--- config.mk ---
export PLATFORM = sky130hd
export DESIGN_NAME = shift_add_mult4b
export DESIGN_NICKNAME = d
export VERILOG_FILES = /design/src/rtl/shift_add_mult4b.sv
export SDC_FILE = /design/constraint.sdc
export NUM_CORES = 1
export LEC_CHECK = 0
export BUFFER_PORTS_ARGS = -buffer_cell sky130_fd_sc_hd__clkbuf_2
export CORE_MARGIN = 2
export CORE_UTILIZATION = 50
export CTS_CLUSTER_SIZE = 8
export DETAILED_ROUTE_END_ITERATION = 6
export PLACE_DENSITY_LB_ADDON = 0.15
export SLEW_MARGIN = 5
export SYNTH_ARGS = -nofsm -noshare
export SYNTH_HDL_FRONTEND = slang
export SYNTH_SLANG_ARGS = --single-unit
--- constraint.sdc ---
create_clock -name clk -period 3.5 [get_ports clk]
set_input_delay 1.05 -clock clk [delete_from_list [all_inputs] [get_ports clk]]
set_output_delay 1.05 -clock clk [all_outputs]
set_load 0.01 [all_outputs]
--- src/rtl/shift_add_mult4b.sv ---
// Sequential 4x4 unsigned shift-and-add multiplier: IDLE -> 4x CALC -> DONE.
// Optional early completion once the remaining multiplier bits are zero: `define EARLY_DONE_EN.

module fullAdder4b (
  input  logic [3:0] a,
  input  logic [3:0] b,
  input  logic       cin,
  output logic [3:0] sum,
  output logic       cout
);
  assign {cout, sum} = {1'b0, a} + {1'b0, b} + {4'b0000, cin};
endmodule

module shift_add_mult4b (
  input  logic       clk,
  input  logic       rst_n,
  input  logic       start,
  input  logic [3:0] a,
  input  logic [3:0] b,
  output logic       busy,
  output logic       done,
  output logic [7:0] product
);

  typedef enum logic [1:0] {IDLE, CALC, DONE} state_t;

  state_t     state, state_nxt;
  logic [3:0] mcand, mplier, hi, lo;
  logic [2:0] cnt;
  logic [3:0] add_sum, hsum;
  logic       add_cout, carry;
  logic [3:0] hi_nxt, lo_nxt, mplier_nxt;
  logic       last_iter;
  logic [7:0] result;

  fullAdder4b u_add (
    .a    (hi),
    .b    (mcand),
    .cin  (1'b0),
    .sum  (add_sum),
    .cout (add_cout)
  );

  // One iteration: conditional add, then shift {carry,hi,lo} and the multiplier right.
  always_comb begin
    carry      = mplier[0] ? add_cout : 1'b0;
    hsum       = mplier[0] ? add_sum  : hi;
    hi_nxt     = {carry, hsum[3:1]};
    lo_nxt     = {hsum[0], lo[3:1]};
    mplier_nxt = {1'b0, mplier[3:1]};
`ifdef EARLY_DONE_EN
    // Low bits of lo not yet overwritten by shifted-in product bits are dropped by this shift.
    last_iter  = (cnt == 3'd3) || (mplier_nxt == 4'd0);
    result     = {hi_nxt, lo_nxt} >> (3'd3 - cnt);
`else
    last_iter  = (cnt == 3'd3);
    result     = {hi_nxt, lo_nxt};
`endif
  end

  always_ff @(posedge clk or negedge rst_n) begin
    if (!rst_n) begin
      state <= IDLE;
    end else begin
      state <= state_nxt;
    end
  end

  always_comb begin
    state_nxt = state;
    unique case (state)
      IDLE:    if (start) state_nxt = CALC;
      CALC:    if (last_iter) state_nxt = DONE;
      DONE:    state_nxt = IDLE;
      default: state_nxt = IDLE;
    endcase
  end

  always_comb begin
    busy = (state == CALC);
    done = (state == DONE);
  end

  always_ff @(posedge clk or negedge rst_n) begin
    if (!rst_n) begin
      mcand   <= 4'd0;
      mplier  <= 4'd0;
      hi      <= 4'd0;
      lo      <= 4'd0;
      cnt     <= 3'd0;
      product <= 8'h00;
    end else if (state == IDLE && start) begin
      mcand  <= a;
      mplier <= b;
      hi     <= 4'd0;
      cnt    <= 3'd0;
    end else if (state == CALC) begin
      hi     <= hi_nxt;
      lo     <= lo_nxt;
      mplier <= mplier_nxt;
      cnt    <= cnt + 3'd1;
      if (last_iter) product <= result;
    end
  end

endmodule
==> Word-level counts from Yosys, hierarchy flattened <==
Index checks and enable logic that the tools add are counted.
{ "word_totals": {"out_inout_bits": 10, "latchBits": 0, "ram_bits": 0, "romBits": 0, "elab_cells": 32, "memories": 0, "register_bits": 29} }
{ "op_classes": {"magnitude_cmp": 0, "bitwise_logic": 1, "n_shift": 0, "muxes": 11, "div_mod_pow": 0, "addsub": 2, "n_reduce_logical": 6, "mul": 0, "eq_ne": 5} }
{ "op_table": {"columns": ["operator", "n"], "rows": [
  ["$mux 4", 5],
  ["$mux 3", 2],
  ["$add 4x4->5", 1],
  ["$mux 2", 2],
  ["$pmux 2 s2", 1],
  ["$reduce_and 2->1", 2],
  ["$add 3x1->3 const B", 1],
  ["$eq 3x2->1 const B", 1],
  ["$reduce_and 3->1", 1],
  ["$eq 2x1->1 const B", 1],
  ["$eq 2x2->1 const B", 1],
  ["$logic_not 2->1", 1],
  ["$ne 2x1->1 const B", 1],
  ["$ne 2x2->1 const B", 1],
  ["$reduce_bool 2->1", 1],
  ["$logic_and 1x1->1", 1],
  ["$mux 1", 1],
  ["$not 1->1", 1]
]} }

==> Logic depth before layout (Yosys ltp) <==
{ "depth": {"ltp_word": 4, "mapped_depth": 6, "ltp_nobuf": 6} }

==> Cells and area by module <==
A second synthesis with hierarchy kept.
{ "unflattened": {"cells_unflattened": 117, "area_unflattened_um2": 1368.8} }
{ "by_module_without_submodules": {"columns": ["mod", "area_each_um2", "n_inst", "seq_area_each_um2", "cells_each"], "rows": [
  ["shift_add_mult4b", 1224.9, 1, 700.7, 101],
  ["fullAdder4b", 143.9, 1, 0.0, 16]
]} }

==> Worst setup path after synthesis <==
OpenSTA, ideal clock, no wires.
{ "synth_timing": {"path_kind": "input to register", "from": "in start", "to": "reg mcand[0]", "arrival_time_ns": 1.810, "n_path_buf": 1, "path_slack_ns": 1.565, "stages": 4, "setup_ns": 0.125, "path_cell_list": "nor2b_2 -> nor2b_1 -> buf_6 -> mux2_2"} }
{ "synth_between": {"elab_chain_cells": 1} }
{ "synth_rtl": {"columns": ["element", "line", "source"], "rows": [
  ["from (decl)", "17", "input logic start,"],
  ["$logic_and 1x1->1", "92", "end else if (state == IDLE && start) begin"],
  ["to (signal assigned)", "86", "mcand <= 4'd0;"],
  ["to (signal assigned)", "93", "mcand <= a;"],
  ["to (decl)", "28", "logic [3:0] mcand, mplier, hi, lo;"]
]} }
Every way passes these cells.
A chain may end at the register's enable or synchronous reset.

==> Worst setup path in the final report <==
{ "layout_timing": {"from": "reg state[1]", "to": "out busy"} }
{ "layout_between": {"elab_chain_cells": 1} }
{ "layout_rtl": {"columns": ["element", "line", "source"], "rows": [
  ["from (decl)", "27", "state_t state, state_nxt;"],
  ["from (signal assigned)", "65", "state <= state_nxt;"],
  ["$eq 2x1->1", "80", "busy = (state == CALC);"],
  ["to (decl)", "20", "output logic busy,"]
]} }
Every way passes these cells.

==> qor.yml <==
clock_tree:
  insertion_delay_ps: 320
  cts_resized: 0
  clockRootBuffer: "clkbuf_4"
  cts_buffer_depth: 2
  cts_buffers: 3
  cts-hold-fix-buffers: 0
  cts_tree: "yes"
  clk_pin_slew_ps: 140
  numClockSinks: 28
  cts_max_level: 1
  cts_setup_buffers: 0
global_route:
  grt_max_degree: 29
  grt.total_usage_pct: 16.8
  overflow: 0
  grt_first_pass_wirelength_mm: 3.53
  grt_pass1_vias: 812
  antenna_found_initial: 0
critical_path:
  cp_max_fo: 11
  reg2reg_setup_slack_ps: 1730
  start_kind: "register"
  critPathCaptureType: "output port"
  critical_path_arrival_ps: 1370
  critical_path_required_ps: 2450
  critPathKind: "reg -> out"
synthesis:
  ys_seq_area_share_pct: 55.1
  synth.most_common_cell: "dfrtp_1"
  ys_types: 27
  avgSynthCellArea_sq_um: 11.5
  synth_edf_count: 0
  synth_seq_cells: 28
  synth_top_cell_by_area: "dfrtp_1"
  synth_flop_cell: "dfrtp_1"
  yosys.area.top_type_share_pct: 55.1
  ys_top_cells_by_count: "dfrtp_1 (28), nand2_1 (22), o21ai_0 (14)"
  synthTopCellsByArea: "dfrtp_1 (55%), nand2_1 (6.5%), mux2_2 (6.2%), ha_1 (5.9%), o21ai_0 (5.5%)"
  synthCells: 111
  syn_area_sq_mm: 0.00127
  syn_nets: 129
  async_reset_ff_share_pct: 100
  ys.warnings.count: 0
sta:
  post-route-min-period_ps: 2420
  slew_violations: 0
  finalSetupViolations: 0
  max_freq_mhz: 414
  relSlewSlack_pct: 47.0
  hold_viol: 0
  worst_pin_slew_ps: 793
  rsz0062_at_grt: "false"
  finalClockSkew_ps: 2.16
  fin_tns_setup_ps: 0
  timing.hold.ws_ps: 495
  fin_crit_sh_pct: 69.0
route:
  num_vias: 827
  vias_per_cell: 5.17
  wl_per_cell_um: 13.0
  drt-initial-drc-count: 1
  ant_nets: 0
  drc: 0
  routed_wl_mm: 2.09
  drt_pass1_iterations: 4
floorplan:
  die_height_um: 54.4
  fp.dieW_um: 54.4
  coreArea_sq_mm: 0.00243
  start_util_pct: 52.3
  die_area_sq_mm: 0.00296
  floorplan.rows: 18
  boundaryPins: 21
place:
  portBuffers: 20
  dpl.hpwl_mm: 1.58
  place_congestion: 0.777
finish:
  nets: 149
  antenna-diode-count: 0
  synthToLayoutAreaGrowth_pct: 10.9
  fillCellCount: 230
  drive_above_1_share_pct: 27.7
power_and_ir_drop:
  leakagePower_nw: 0.713
  vdd_drop_max_mv: 0.444
  power_density_mw_per_mm2: 826
hold_path:
  hp-class: "reg -> reg"
job:
  cap_viol_max_count: 0
status:
  status: "finished clean"
[worst max-delay path, stage by stage, from the launching register on]
cell and delay [ps]:
dfrtp_1 450, nand2b_2 300, clkinv_2 150, clkbuf_2 150
[power by group]
part / switching [W] / leakage, nW / internal (W)
Combinational: 0.000249 / 0.331 / 0.000210
Sequential: 0.000101 / 0.360 / 0.000454
Clock: 0.0000886 / 0.0210 / 0.0000636
Total: 0.000438 / 0.713 / 0.000728
[layout make-up]
cell class	instances	area [sq um]	area share [%]
clock buffers	4	36.3	2.57
inverters	3	12.5	0.887
multi-input cells	75	523	37.1
flip-flops and latches	28	701	49.7
well taps	30	37.5	2.66
repair buffers	20	100	7.10
[placed cells by master (no fill, tap or decap)]
cell,instances
o21ai_1,2
clkbuf_2,20
nand2_1,22
ha_1,6
a31oi_1,1
clkinv_2,1
a22o_1,3
mux2i_1,2
o21bai_1,2
dfrtp_1,28
nand2_4,1
mux2_2,7
clkbuf_8,1
nor2b_1,3
nand2b_2,1
or3_1,1
inv_1,2
a22oi_1,3
xnor2_1,1
fa_1,1
a21oi_1,1
nor2b_2,1
o21ai_0,14
clkbuf_4,3
mux2_4,1
a21o_1,1
and3_1,1
[logic make-up (layout without fill, tap and decap cells)]
group                    count (synthesis)  after routing  share of synthesized area (%)
flip-flops                              28             28                           55.1
multiplexers                            10             10                           8.96
adder cells (fa/ha/maj)                  7              7                           7.48
AND/OR/NAND/NOR                         30             30                           11.2
XOR/XNOR                                 1              1                          0.689
buffers and inverters                    8             27                           3.74
AO/OA/AOI/OAI                           27             27                           12.8
[final timing paths]
check / from / to / cells past startpoint
max in group asynchronous: rst_n / product[5] / 1
worst min register to register: product[5] / product[5] / 2
worst max register to register: mcand[2] / product[6] / 5
worst max-delay path: state[1] / busy / 3
min in group asynchronous: rst_n / mcand[1] / 1
worst min-delay path: product[5] / product[5] / 2
[flip-flops by register name (all words and copies together), names as in the netlist]
register	cells
mplier	4
cnt	3
product	8
lo	3
mcand	4
state	2
hi	4
[per-stage QoR]
stage / setup WS [ps] / power (W) / utilization [%] / std cells / instance area [sq um]
after global placement: 1290 / 0.00100 / 56.5 / 156 / 1370
after floorplan: 1570 / 0.000895 / - / 111 / 1270
after global routing: 950 / 0.00128 / 58.0 / 160 / 1410
final: 1080 / 0.00117 / 58.0 / 160 / 1410
after detailed placement: 1230 / 0.00103 / 56.5 / 156 / 1370
after CTS: 1060 / 0.00118 / 58.0 / 160 / 1410
[routing by layer]
metal	global-route usage (%)	wire (um)	up-vias
met5	0	0	-
met1	22.1	1040	397
met4	7.50	15	0
met3	2.46	50	2
met2	27.5	981	9
li1	-	-	419
(Power assumes the default switching activity.)
